`src/rtl/uart_tx_arbiter.sv`:
```
// uart_tx_arbiter: shares one UART transmitter among NUM_REQ packet sources.
// Round-robin grant at packet boundaries, byte pacing on tx_done, and a
// minimum idle gap between packets.
// Optional build macro TX_CHKSUM_EN appends a two's-complement check byte to
// every completed packet.
//
// state | meaning
// IDLE  | count down the inter-packet gap, then pick the next round-robin owner
// SEND  | load the owner's byte, pulse trmt and byte_ack together
// WAIT  | hold tx_data/gnt until tx_done, then next byte, check byte or release
// CHK   | (TX_CHKSUM_EN only) send the check byte, no byte_ack
module uart_tx_arbiter #(
  parameter int NUM_REQ    = 2,
  parameter int GAP_CYCLES = 16
) (
  input  logic                 clk,
  input  logic                 rst,
  input  logic [NUM_REQ-1:0]   req,
  input  logic [8*NUM_REQ-1:0] req_data,
  input  logic [NUM_REQ-1:0]   req_last,
  output logic [NUM_REQ-1:0]   byte_ack,
  output logic [NUM_REQ-1:0]   gnt,
  output logic                 trmt,
  output logic [7:0]           tx_data,
  input  logic                 tx_done,
  output logic                 busy
);

  localparam int            IDXW     = (NUM_REQ > 1) ? $clog2(NUM_REQ) : 1;
  localparam logic [IDXW:0] NREQ     = (IDXW+1)'(NUM_REQ);
  localparam logic [15:0]   GAP_LOAD = 16'(GAP_CYCLES);

`ifdef TX_CHKSUM_EN
  typedef enum logic [1:0] {IDLE, SEND, WAIT, CHK} state_t;
`else
  typedef enum logic [1:0] {IDLE, SEND, WAIT} state_t;
`endif

  state_t             state, state_nx;
  logic [IDXW-1:0]    rr_ptr, rr_ptr_nx;
  logic [15:0]        gap, gap_nx;
  logic               last_q, last_nx;
  logic [NUM_REQ-1:0] gnt_nx, ack_nx;
  logic               trmt_nx, busy_nx;
  logic [7:0]         data_nx;

  logic [IDXW:0]      cand;
  logic [IDXW-1:0]    win;
  logic               win_vld;
  logic [7:0]         cur_data;
  logic               cur_last, cur_req;

`ifdef TX_CHKSUM_EN
  logic [7:0]         chk, chk_nx;
  logic               chk_sent, chk_sent_nx;
`endif

  // Round-robin search starting just after the previous owner.
  always_comb begin
    cand    = '0;
    win     = rr_ptr;
    win_vld = 1'b0;
    for (int i = 1; i <= NUM_REQ; i++) begin
      cand = {1'b0, rr_ptr} + (IDXW+1)'(i);
      if (cand >= NREQ) cand = cand - NREQ;
      if (!win_vld && req[cand[IDXW-1:0]]) begin
        win_vld = 1'b1;
        win     = cand[IDXW-1:0];
      end
    end
  end

  // Select the current owner's byte, last flag and request.
  always_comb begin
    cur_data = 8'h00;
    cur_last = 1'b0;
    cur_req  = 1'b0;
    for (int i = 0; i < NUM_REQ; i++) begin
      if (rr_ptr == IDXW'(i)) begin
        cur_data = req_data[8*i +: 8];
        cur_last = req_last[i];
        cur_req  = req[i];
      end
    end
  end

  // Next-state and next-output logic; every output is registered below.
  always_comb begin
    state_nx  = state;
    rr_ptr_nx = rr_ptr;
    gap_nx    = gap;
    last_nx   = last_q;
    gnt_nx    = gnt;
    ack_nx    = '0;
    trmt_nx   = 1'b0;
    data_nx   = tx_data;
`ifdef TX_CHKSUM_EN
    chk_nx      = chk;
    chk_sent_nx = chk_sent;
`endif
    case (state)
      IDLE: begin
        if (gap != 16'd0) begin
          gap_nx = gap - 16'd1;
        end else if (win_vld) begin
          gnt_nx    = NUM_REQ'(1) << win;
          rr_ptr_nx = win;
          state_nx  = SEND;
`ifdef TX_CHKSUM_EN
          chk_nx      = 8'h00;
          chk_sent_nx = 1'b0;
`endif
        end
      end
      SEND: begin
        data_nx  = cur_data;
        last_nx  = cur_last;
        trmt_nx  = 1'b1;
        ack_nx   = NUM_REQ'(1) << rr_ptr;
        state_nx = WAIT;
`ifdef TX_CHKSUM_EN
        chk_nx = chk + cur_data;
`endif
      end
      WAIT: begin
        if (tx_done) begin
          if (!last_q && cur_req) begin
            state_nx = SEND;
`ifdef TX_CHKSUM_EN
          end else if (last_q && !chk_sent) begin
            state_nx = CHK;
`endif
          end else begin
            // Packet finished or source withdrew mid-packet: release the UART.
            gnt_nx   = '0;
            gap_nx   = GAP_LOAD;
            state_nx = IDLE;
          end
        end
      end
`ifdef TX_CHKSUM_EN
      CHK: begin
        data_nx     = (~chk) + 8'd1;
        trmt_nx     = 1'b1;
        chk_sent_nx = 1'b1;
        state_nx    = WAIT;
      end
`endif
      default: state_nx = IDLE;
    endcase
    busy_nx = (state_nx != IDLE) || (gap_nx != 16'd0);
  end

  // State and output registers with synchronous reset.
  always_ff @(posedge clk) begin
    if (rst) begin
      state    <= IDLE;
      rr_ptr   <= '0;
      gap      <= '0;
      last_q   <= 1'b0;
      gnt      <= '0;
      byte_ack <= '0;
      trmt     <= 1'b0;
      tx_data  <= 8'hFF;
      busy     <= 1'b0;
`ifdef TX_CHKSUM_EN
      chk      <= 8'h00;
      chk_sent <= 1'b0;
`endif
    end else begin
      state    <= state_nx;
      rr_ptr   <= rr_ptr_nx;
      gap      <= gap_nx;
      last_q   <= last_nx;
      gnt      <= gnt_nx;
      byte_ack <= ack_nx;
      trmt     <= trmt_nx;
      tx_data  <= data_nx;
      busy     <= busy_nx;
`ifdef TX_CHKSUM_EN
      chk      <= chk_nx;
      chk_sent <= chk_sent_nx;
`endif
    end
  end

endmodule
```
`config.mk`:
```
export PLATFORM = sky130hd
export DESIGN_NAME = uart_tx_arbiter
export DESIGN_NICKNAME = d
export VERILOG_FILES = /design/src/rtl/uart_tx_arbiter.sv
export SDC_FILE = /design/constraint.sdc
export NUM_CORES = 1
export LEC_CHECK = 0
export CORE_AREA = 5 5 67 69
export DETAILED_ROUTE_END_ITERATION = 8
export DIE_AREA = 0 0 72 74
export PLACE_DENSITY = 0.8
export REMOVE_ABC_BUFFERS = 1
export SYNTH_ARGS = -nofsm -noshare
export SYNTH_HDL_FRONTEND = slang
export SYNTH_SLANG_ARGS = --single-unit
```
`constraint.sdc`:
```
create_clock -name clk -period 2.9 [get_ports clk]
set_input_delay 0.87 -clock clk [delete_from_list [all_inputs] [get_ports clk]]
set_output_delay 0.87 -clock clk [all_outputs]
set_load 0.01 [all_outputs]
```
==> results of run 1 <==
==> Yosys cell counts, drive strengths merged <==
cell type,number
nor4b,1
nand4,1
o21ai,2
or4,5
nand3,10
or2,4
o31ai,1
and2,1
or4b,1
a211o,8
ha,2
o21a,3
a2111oi,2
nor3,4
nand2b,4
a21oi,13
dfxtp,34
mux2i,11
or3,3
inv,4
nand2,13
a31oi,2
nor4,6
nand3b,1
o41ai,2
nor2,25
o311ai,2
o31a,2
buf,5
and3,1
a41oi,1
clkbuf,6
a21o,1
nor2b,4
a22o,1
mux2,4
o211ai,6
==> logic make-up after synthesis <==
kind of cell,count (synthesis),share of synthesized area
compound gates,46,0.200
fa+ha+maj,2,0.0141
buf+inv,15,0.0410
flops,34,0.384
mux,15,0.0876
simple gates,84,0.273
==> metrics by stage <==
| step | instances | area [um^2] | utilization |
|---|---|---|---|
| global placement | 279 | 2200 | 0.569 |
| CTS | 286 | 2270 | 0.590 |
| finish | 286 | 2270 | 0.590 |
| detailed placement | 279 | 2200 | 0.569 |
| floorplan | 185 | 1710 | - |
| global route | 286 | 2270 | 0.590 |
==> registers in the layout (all words and copies together), names as in the netlist <==
signal,count
busy,1
byte_ack,2
gap,16
gnt,2
last_q,1
rr_ptr,1
state,2
trmt,1
tx_data,8
==> metal layers <==
layer,track usage,vias to the layer above
li1,-,808
met1,0.202,756
met2,0.262,61
met3,0.0649,6
met4,0.0814,0
met5,0,-
==> cell type report <==
| type | count | area, um^2 |
|---|---|---|
| fill | 356 | 1580 |
| multi-input combinational | 147 | 1020 |
| sequential | 34 | 681 |
| timing repair buffer | 44 | 420 |
| clock buffer | 5 | 68.8 |
| tap | 50 | 62.6 |
| inverter | 4 | 15.0 |
| clock inverter | 2 | 10.0 |
==> power breakdown <==
part | switching (mW) | internal (mW) | leakage, nW | total (mW)
Clock | 0.169 | 0.161 | 0.0438 | 0.330
Combinational | 0.820 | 0.739 | 0.505 | 1.56
Sequential | 0.149 | 0.619 | 0.278 | 0.768
Total | 1.14 | 1.52 | 0.826 | 2.66
==> worst min-delay path by stage <==
| stage | start | to | slack, ns | cells past startpoint |
|---|---|---|---|---|
| 3_5_place_dp | tx_data[1]$_SDFFE_PP1P_ | tx_data[1]$_SDFFE_PP1P_ | 0.45 | 1 |
| 6_report | tx_data[2]$_SDFFE_PP1P_ | tx_data[2]$_SDFFE_PP1P_ | 0.46 | 1 |
| 2_1_floorplan | gap[11]$_SDFF_PP0_ | gap[11]$_SDFF_PP0_ | 0.47 | 2 |
| 5_1_grt | tx_data[2]$_SDFFE_PP1P_ | tx_data[2]$_SDFFE_PP1P_ | 0.49 | 1 |
| 3_3_place_gp | tx_data[7]$_SDFFE_PP1P_ | tx_data[7]$_SDFFE_PP1P_ | 0.44 | 1 |
| 4_1_cts | tx_data[2]$_SDFFE_PP1P_ | tx_data[2]$_SDFFE_PP1P_ | 0.47 | 1 |
==> metrics.yaml, run 1 <==
drt:
  first_iter_violations: 119
  ant_nets: 0
  met3_length_um: 394
  via_per_inst: 5.70
  maxUsedRoutingLayer: "met4"
  firstDrtPassIters: 4
  drc_errors: 0
  vias: 1631
  met2WireLength_um: 1930
  drt-met1-wl_um: 1690
  wl_um: 4100
  routedWlPerCell_um: 14.3
cts:
  cts_sinks: 34
  cts_max_level: 2
  holdBufCountCts: 0
  cts_tree: "done"
  root_buffer: "clkbuf_8"
  cts_max_path_buffers: 2
  cts_buffers: 5
  cts_setup_buffers: 0
  clkTransAtPathRegs_ns: 0.07
  ctsResizeCount: 0
  clock_latency_ns: 0.29
sta:
  worst_slack_ns: 0.220
  setup_viol: 0
  slew_viol_final: 0
  skew_ns: 0.00340
  final.setup.tns_ns: 0
  rsz0062_at_grt: "false"
  slew_headroom: 0.469
  tightest_slew_ns: 0.797
  period_share: 0.924
  hold_slack_ns: 0.464
  fmax_mhz: 373
  hold_viol: 0
  fin_crit_ns: 2.68
die:
  core_um2: 3860
  start_util: 0.459
  die-area_um2: 5330
  ios: 37
  rows: 23
  fp.dieW_um: 72
  fp.dieH_um: 74
placed_design:
  dp_slack_ns: 0.0469
  numPortBuffers: 36
  dp.final_hpwl_um: 2930
  place_congestion: 0.892
grt:
  antenna_found_initial: 0
  grt_max_degree: 35
  grt_pass1_wl_um: 6870
  grt_use_total: 0.167
  grt_overflow: 0
  grt_pass1_vias: 1471
setup_path:
  r2r_start: "gap[1]$_SDFF_PP0_"
  endpoint_kind: "flop"
  path_depth: 8
  arrival_ns: 2.90
  cp-startpoint: "gap[1]$_SDFF_PP0_"
  cp_max_fo: 6
  worstPathRequired_ns: 3.12
  endpoint: "busy$_SDFF_PP0_"
  rr_worst_depth: 8
  max_stage_delay_ns: 0.62
  cp_num_buf_inv: 1
  r2r_setup_slack_ns: 0.22
  slowest_stage: "or4_4"
  critPathTopFamily: "simple AND/OR/NAND/NOR gates"
  crit_chain: "inv_1 -> ha_1 -> or4b_1 -> or4_4 -> nand3b_4 -> mux2_1 -> and3_1 -> a41oi_2"
  worstSetupPathType: "reg -> reg"
  reg2reg_to: "busy$_SDFF_PP0_"
  startpoint_type: "flop"
min_path:
  hp-class: "reg -> reg"
power:
  pwr_density_cell_nw_per_um2: 1170
  power_leakage_nw: 0.826
  ir_drop_v: 0.000524
  p_total_mw: 2.66
synth:
  synth_area_per_cell_um2: 9.03
  synthDistinctLibCells: 52
  synth_area_leaders: "dfxtp_1, mux2i_1, nor2_1"
  synth_area_leader_cell: "dfxtp_1"
  yosysWarnings: 0
  synthesis.area_um2: 1770
  synth_cells: 196
  synth_top_area_share: 0.384
  seq_area_frac_synth: 0.384
  ys_ff_latch: 34
final_layout:
  drive_above_1_share: 0.136
  layout_commonest_cell: "clkdlybuf4s50_1"
  layout_common_cells: "clkdlybuf4s50_1, dfxtp_1, nor2_1, a21oi_1, nand2_1"
  area_delta_synth_final_pct: 28.5
  final_nets: 261
  n_antenna_cell: 0
status:
  status: "completed"
job:
  max_cap_violations: 0
Power figures use the tool's default switching activity.
==> run 2: changes to the inputs <==
- HOLD_SLACK_MARGIN: not set -> 0.08
==> results of run 2 <==
Final layout, timing and power as in run 1 (identical DEF).
